<file path="src/rtl/fifo_pkg.sv">
// fifo_pkg: shared defaults for the synchronous FIFO and its stream reader.
//   DATA_WIDTH/DEPTH/PTR_WIDTH : FIFO geometry
//   BURST_LEN/CNT_WIDTH        : reader framing and beat counter defaults
//   BUF_DEPTH                  : reader output buffer entries
//   next_beat()                : burst position counter with wrap
package fifo_pkg;
    localparam int DATA_WIDTH = 8;
    localparam int DEPTH      = 16;
    localparam int PTR_WIDTH  = $clog2(DEPTH);
    localparam int BURST_LEN  = 4;
    localparam int CNT_WIDTH  = 16;
    localparam int BUF_DEPTH  = 2;

    function automatic logic [7:0] next_beat(input logic [7:0] cur, input logic [7:0] last);
        return (cur == last) ? 8'd0 : cur + 8'd1;
    endfunction
endpackage

</file>
<file path="src/rtl/stream_buf2.sv">
// stream_buf2: 2-entry in-order valid/ready queue.
//   clk, rst        : clock, synchronous active-high reset
//   push, push_data : write a word at the tail
//   pop             : remove the head word
//   occ             : entries held (0..2)
//   head_valid/data : oldest word
module stream_buf2 import fifo_pkg::*; #(
    parameter int DW = DATA_WIDTH
) (
    input  logic          clk,
    input  logic          rst,
    input  logic          push,
    input  logic [DW-1:0] push_data,
    input  logic          pop,
    output logic [1:0]    occ,
    output logic          head_valid,
    output logic [DW-1:0] head_data
);
    logic [DW-1:0] head_q, head_d, tail_q, tail_d;
    logic [1:0]    occ_q, occ_d, rem;

    // rem is the occupancy left after the pop; the pushed word lands at slot rem
    always_comb begin
        rem    = occ_q - {1'b0, pop};
        occ_d  = rem + {1'b0, push};
        head_d = pop ? tail_q : head_q;
        tail_d = tail_q;
        if (push && rem == 2'd0) head_d = push_data;
        if (push && rem == 2'(BUF_DEPTH-1)) tail_d = push_data;
    end

    always_ff @(posedge clk) begin
        if (rst) begin
            head_q <= '0;
            tail_q <= '0;
            occ_q  <= '0;
        end else begin
            head_q <= head_d;
            tail_q <= tail_d;
            occ_q  <= occ_d;
        end
    end

    assign occ        = occ_q;
    assign head_valid = occ_q != 2'd0;
    assign head_data  = head_q;
endmodule

</file>
<file path="src/rtl/fifo_stream_reader.sv">
// fifo_stream_reader: drains a FIFO read port onto a valid/ready stream in fixed bursts.
//   clk, rst            : clock, synchronous active-high reset
//   en                  : allow new FIFO reads
//   fifo_empty/data     : FIFO status and registered read data
//   fifo_rd_en          : FIFO read strobe (combinational)
//   m_valid/ready/data  : output stream
//   m_last              : final beat of each BURST_LEN burst
//   beat_count          : accepted beats, wrapping
module fifo_stream_reader import fifo_pkg::*; #(
    parameter int DATA_WIDTH = fifo_pkg::DATA_WIDTH,
    parameter int BURST_LEN  = fifo_pkg::BURST_LEN,
    parameter int CNT_WIDTH  = fifo_pkg::CNT_WIDTH
) (
    input  logic                  clk,
    input  logic                  rst,
    input  logic                  en,
    input  logic                  fifo_empty,
    input  logic [DATA_WIDTH-1:0] fifo_data,
    output logic                  fifo_rd_en,
    output logic                  m_valid,
    input  logic                  m_ready,
    output logic [DATA_WIDTH-1:0] m_data,
    output logic                  m_last,
    output logic [CNT_WIDTH-1:0]  beat_count
);
    localparam logic [7:0] LAST = 8'(BURST_LEN-1);

    logic                 rd_pend_q, rd_pend_d, pop;
    logic [7:0]           beat_cnt_q, beat_cnt_d;
    logic [CNT_WIDTH-1:0] beat_count_q, beat_count_d;
    logic [1:0]           occ;
    logic [2:0]           credit;

    stream_buf2 #(.DW(DATA_WIDTH)) u_buf (
        .clk       (clk),
        .rst       (rst),
        .push      (rd_pend_q),
        .push_data (fifo_data),
        .pop       (pop),
        .occ       (occ),
        .head_valid(m_valid),
        .head_data (m_data)
    );

    // Counting this cycle's pop as freed space lets a full buffer keep reading
    // while the consumer drains it, which is what sustains one word per clock.
    always_comb begin
        pop          = m_valid && m_ready;
        credit       = {1'b0, occ} + {2'b0, rd_pend_q} - {2'b0, pop};
        fifo_rd_en   = !rst && en && !fifo_empty && credit < 3'd2;
        rd_pend_d    = fifo_rd_en;
        beat_cnt_d   = pop ? next_beat(beat_cnt_q, LAST) : beat_cnt_q;
        beat_count_d = beat_count_q + CNT_WIDTH'(pop);
    end

    always_ff @(posedge clk) begin
        if (rst) begin
            rd_pend_q    <= 1'b0;
            beat_cnt_q   <= '0;
            beat_count_q <= '0;
        end else begin
            rd_pend_q    <= rd_pend_d;
            beat_cnt_q   <= beat_cnt_d;
            beat_count_q <= beat_count_d;
        end
    end

    assign m_last     = m_valid && beat_cnt_q == LAST;
    assign beat_count = beat_count_q;
endmodule

</file>
<file path="config.mk">
export PLATFORM = sky130hd
export DESIGN_NAME = fifo_stream_reader
export DESIGN_NICKNAME = d
export VERILOG_FILES = /design/src/rtl/fifo_pkg.sv /design/src/rtl/stream_buf2.sv /design/src/rtl/fifo_stream_reader.sv
export SDC_FILE = /design/constraint.sdc
export NUM_CORES = 1
export LEC_CHECK = 0
export CORE_MARGIN = 2
export CORE_UTILIZATION = 40
export CTS_BUF_LIST = sky130_fd_sc_hd__clkbuf_16
export DETAILED_ROUTE_END_ITERATION = 16
export PLACE_DENSITY_LB_ADDON = 0.05
export SETUP_SLACK_MARGIN = 0.15
export SLEW_MARGIN = 20
export SYNTH_ARGS = -nofsm -noshare
export SYNTH_HDL_FRONTEND = slang
export SYNTH_SLANG_ARGS = --single-unit
</file>
<file path="constraint.sdc">
create_clock -name clk -period 2.84 [get_ports clk]
set_clock_uncertainty 0.05 [all_clocks]
set_input_delay 0.568 -clock clk [delete_from_list [all_inputs] [get_ports clk]]
set_output_delay 0.568 -clock clk [all_outputs]
set_load 0.01 [all_outputs]
</file>
Word-level counts from Yosys, hierarchy flattened
Cells that the tools add are included.
- $lt $le $gt $ge: 1
- add/subtract/negate cells: 6
- equality and inequality tests: 2
- reductions and logical operators: 12
- muxes and demuxes: 3
- operator list (cell ; number):
    $mux W8 ; 3
    $add A16 B1 Y16 ; 1
    $add A8 B1 Y8 const B ; 1
    $eq A8 B2 Y1 const B ; 1
    $logic_and A1 B1 Y1 ; 7
    $reduce_bool A2 Y1 ; 2
    $add A2 B1 Y3 ; 1
    $lt A3 B2 Y1 const B ; 1
    $sub A3 B1 Y3 ; 1
    $add A2 B1 Y2 ; 1
    $eq A2 B1 Y1 const B ; 1
    $logic_not A1 Y1 ; 2
    $logic_not A2 Y1 ; 1
    $sub A2 B1 Y2 ; 1
- output and inout bits: 27
- logic and storage cells: 30
- flip-flop bits (word level): 43
- bits of input ports: 13

Logic depth before layout (Yosys ltp)
- depth after elaboration: 6
- gate-level depth with buffers: 9
- mapped depth without buffers: 7

Modules after synthesis
A second synthesis with hierarchy kept.
- cell total of the unflattened synthesis: 221
- area, all modules: 2088.3 µm²
- by module, submodules not included (module ; cells each ; sequential area each (µm²) ; times used ; area an instance (µm²)):
    fifo_stream_reader ; 139 ; 500.5 ; 1 ; 1236.2
    stream_buf2 ; 82 ; 360.3 ; 1 ; 852.1

Worst setup path after synthesis
No wires, ideal clock.
- path type: in2reg
- start point: input port m_ready
- end point: register beat_count_q[14] (netlist: beat_count[14])
- setup slack: 0.372 ns
- buffers on the path: 1
- library setup time: 0.070 ns
- cell stages on the path: 8
- arrival: 2.347 ns
- path through: o21a_1 -> clkbuf_1 -> and2_1 -> ha_1 -> and2_1 -> nand3_1 -> or4_1 -> a21oi_1
- longest elaborated chain between the ends: 2
- RTL lines (item ; line ; RTL):
    start: declaration ; fifo_stream_reader.sv:21 ; input logic m_ready,
    $logic_and A1 B1 Y1 ; fifo_stream_reader.sv:48 ; pop = m_valid && m_ready;
    $add A16 B1 Y16 ; fifo_stream_reader.sv:53 ; beat_count_d = beat_count_q + CNT_WIDTH'(pop);
    end signal: assignment ; fifo_stream_reader.sv:64 ; beat_count_q <= beat_count_d;
    end: declaration ; fifo_stream_reader.sv:30 ; logic [CNT_WIDTH-1:0] beat_count_q, beat_count_d;
No other way between the ends.
A chain may end at the register's enable or synchronous reset.

Worst setup path after layout
- start point: register u_buf.occ_q[0] (netlist: u_buf.occ[0])
- end point: register u_buf.occ_q[0] (netlist: u_buf.occ[0])
- longest elaborated chain between the ends: 4
- RTL lines (item ; line ; RTL):
    start: declaration ; stream_buf2.sv:20 ; logic [1:0] occ_q, occ_d, rem;
    start signal: assignment ; stream_buf2.sv:36 ; occ_q <= '0;
    start signal: assignment ; stream_buf2.sv:40 ; occ_q <= occ_d;
    $reduce_bool A2 Y1 ; stream_buf2.sv:45 ; assign head_valid = occ_q != 2'd0;
    $logic_and A1 B1 Y1 ; fifo_stream_reader.sv:48 ;
    $sub A2 B1 Y2 (*) ; stream_buf2.sv:24 ; rem = occ_q - {1'b0, pop};
    $add A2 B1 Y2 (*) ; stream_buf2.sv:25 ; occ_d = rem + {1'b0, push};
    named net u_buf.occ_d[0] ; stream_buf2.sv:20 ;
The timed path passes the listed nets; every way through them passes the cells marked *.

==> flow_summary.toml <==
[placed_design]
detailed_place_hpwl_microns = 2770
routabilityCongestion = 0.740
portBuffers = 39

[drt]
post_dr_wirelength_cell_microns = 13.1
wl_microns = 4290
routed_via_density = 5.13
antenna_violating_nets_post_route = 0
detailed_route_via_count = 1677
drc_errors = 0
drtIter0Drc = 91
dr.pass1.iters = 4

[layout]
area.growth.synth_to_final_pct = 40.2
final_layout_size_suffix_gt1_share_pct = 14.9
most-common-layout-cells = "42 x dfxtp_1, 37 x clkdlybuf4s50_1, 36 x nor2_1, 28 x nand2_1, 24 x buf_4"
design.final.nets = 292
utilization_pct = 59.1
layout.cells.most_common = "dfxtp_1"
insertedDiodeCount = 0

[floorplan]
fp.dieH_microns = 72.4
initial_core_util_pct = 42.1
io_pins = 40
die_area_sq_um = 5250
fp.dieW_microns = 72.4
core_area_sq_um = 4440
std_cell_rows = 24

[sta]
fmaxAchievable_ghz = 0.382
setup_tns_ns = 0
timing_worst_slew_pin_value_ns = 0.386
slew-limit-headroom_pct = 74.3
unrepaired_setup_endpoints_after_global_routing = "true"
fin_worst_hold_slack_ns = 0.422
final-max-slew-violation-count = 0
report.final.setup_viol = 0
min_period_ns = 2.62
report.final.hold_viol_count = 0
fin_crit_sh_pct = 92.3

[clock_tree]
cts_buffers = 5
cts_num_sinks = 43
clock_latency_reported_for_the_late_side_of_the_worst_skew_pair_ns = 0.28
tritoncts = "done"
clk_pin_slew_ns = 0.06
cts-root-to-sink-buffers = 2
cts.htree.levels = 2
cts.root.buffer_cell = "clkbuf_16"

[worst_hold_path]
timing.hold.worst_endpoint = "u_buf.head_data[4]$_SDFFE_PP0P_"
hold_path_depth = 2
timing.hold.worst.start = "u_buf.tail_q[4]$_SDFFE_PP0P_"
worst_hold_check_path_type = "flop to flop"

[grt]
gr-usage-met2_pct = 28.1
grt_pass1_wl_microns = 7200
overflow_left_after_global_routing = 0
track_usage_pct = 17.7
globalRouteMet1Util_pct = 23.2
global_route.usage.met3_pct = 3.89
initial_antenna_violation_count = 0
grt_start_max_net_pins = 38
grt_most_used_layer = "met2"
via_count_of_the_first_global_routing_pass = 1547

[power]
power.ir.vdd_worst_v = 0.000329
static-leakage-power_nw = 0.968
p_per_area_nw_per_um2 = 486

[worst_setup_path]
flop2flop_setup_slack_ns = 0.22
worstPathArrival_ns = 2.73
path_class = "flop to flop"
regToRegStartpoint = "u_buf.occ[0]$_SDFF_PP0_"
crit-reg2reg-capture = "u_buf.occ[0]$_SDFF_PP0_"
cp_max_fo = 5
ff2ff_path_depth = 16
critPathLaunchType = "flop"
critical_path.endpoint_type = "flop"
timing.critical_path.required_ns = 2.94

[synth]
yosysUniqueCellTypes = 35
syn_nets = 230
proportion_of_synthesized_chip_area_in_sequential_cells_pct = 46.0
number_of_enable_flip_flop_cells_after_synthesis = 0
synth.yosys.warnings = 0
netlist_area_before_placement_sq_um = 1870
yosys_register_bits = 43
ys_async_rst_share_pct = 0
synth_flop_cell = "dfxtp_1"
synthCells = 212
post_synth.cell_area_avg_sq_um = 8.84

[run]
cap_viol_max_count = 0

[status]
outcome = "finished clean"
## power breakdown
part / switching [mW] / leakage, nW / internal (mW)
Clock: 0.229 / 0.0710 / 0.321
Combinational: 0.0476 / 0.549 / 0.0581
Sequential: 0.00769 / 0.348 / 0.614
## through the flow
stage | power (mW) | area [sq um] | instances | setup slack, ns
2_1_floorplan | 0.676 | 1870 | 212 | 0.372
3_3_place_gp | 0.730 | 2370 | 305 | -0.461
3_5_place_dp | 0.730 | 2370 | 305 | -0.459
4_1_cts | 1.29 | 2610 | 325 | 0.154
5_1_grt | 1.33 | 2630 | 327 | 0.125
6_report | 1.28 | 2630 | 327 | 0.220
## synth_stat cells (2+ instances only)
library cell	n	area, sq um
dfxtp_1	43	861
nor2_1	36	135
nand2_1	28	105
xnor2_1	11	96.3
nand4_1	9	56.3
a311oi_1	8	70.1
mux2i_1	8	80.1
xor2_1	8	70.1
a21oi_1	6	30.0
clkbuf_1	6	22.5
ha_1	4	50.1
nor3_1	4	20.0
and3_1	3	18.8
inv_1	3	11.3
nand3_1	3	15.0
nor4_1	3	18.8
o21ai_0	3	15.0
or3_1	3	18.8
and2_1	2	12.5
nand2b_1	2	12.5
nand3b_1	2	15.0
nor2b_1	2	12.5
o31ai_1	2	15.0
or4_1	2	15.0
## cell type report
class	count	area [sq um]
Sequential cell	43	865
Timing Repair Buffer	63	561
Inverter	3	11.3
Tap cell	52	65.1
Fill cell	404	1820
Clock inverter	3	16.3
Multi-Input combinational cell	158	983
Clock buffer	5	125
## state kept, by name, indices dropped and copies added (netlist names)
name and flops:
beat_count 16, u_buf.head_data 8, beat_cnt_q 8, rd_pend_q 1, u_buf.tail_q 8, u_buf.occ 2
## per-layer routing
metal | wire, microns | vias up
met3 | 155 | 7
met1 | 2070 | 774
met4 | 84 | 0
met5 | 0 | -
li1 | - | 862
met2 | 1980 | 34
## critical path, stage by stage (launching register included)
cell      delay (ns)
dfxtp_4         0.37
nand3b_1        0.13
nand2_1         0.08
buf_4           0.13
buf_4           0.13
buf_4           0.12
buf_4           0.12
buf_4           0.12
buf_4           0.12
buf_4           0.12
buf_4           0.12
buf_4           0.12
buf_4           0.12
buf_4           0.12
buf_4           0.12
ha_1            0.27
nor2b_1         0.13
## worst max-delay path by stage
stage                                  startpoint                         to  cells past startpoint
final                     u_buf.occ[0]$_SDFF_PP0_    u_buf.occ[0]$_SDFF_PP0_                     16
after CTS                                 m_ready                 fifo_rd_en                      8
after global placement                    m_ready                 fifo_rd_en                      8
after floorplan                           m_ready  beat_count[14]$_SDFF_PP0_                      8
after global routing      u_buf.occ[0]$_SDFF_PP0_    u_buf.occ[1]$_SDFF_PP0_                     17
after detailed placement                  m_ready                 fifo_rd_en                      8
## cell families after synthesis
group                    share of synthesized area [%]
AO/OA/AOI/OAI                                     9.15
AND/OR/NAND/NOR                                   25.7
XOR/XNOR                                          8.88
multiplexers                                      4.28
flip-flops                                        46.0
adder cells (fa/ha/maj)                           3.74
buffers and inverters                             2.27
## what timing repair did
item	4_1_cts	5_1_grt
setup buffers	12	2
hold buffers	0	0
endpoints found under the setup margin	1	4
pin swaps	3	2
cloned	0	0
resized for setup	7	5
(Power assumes the default switching activity.)
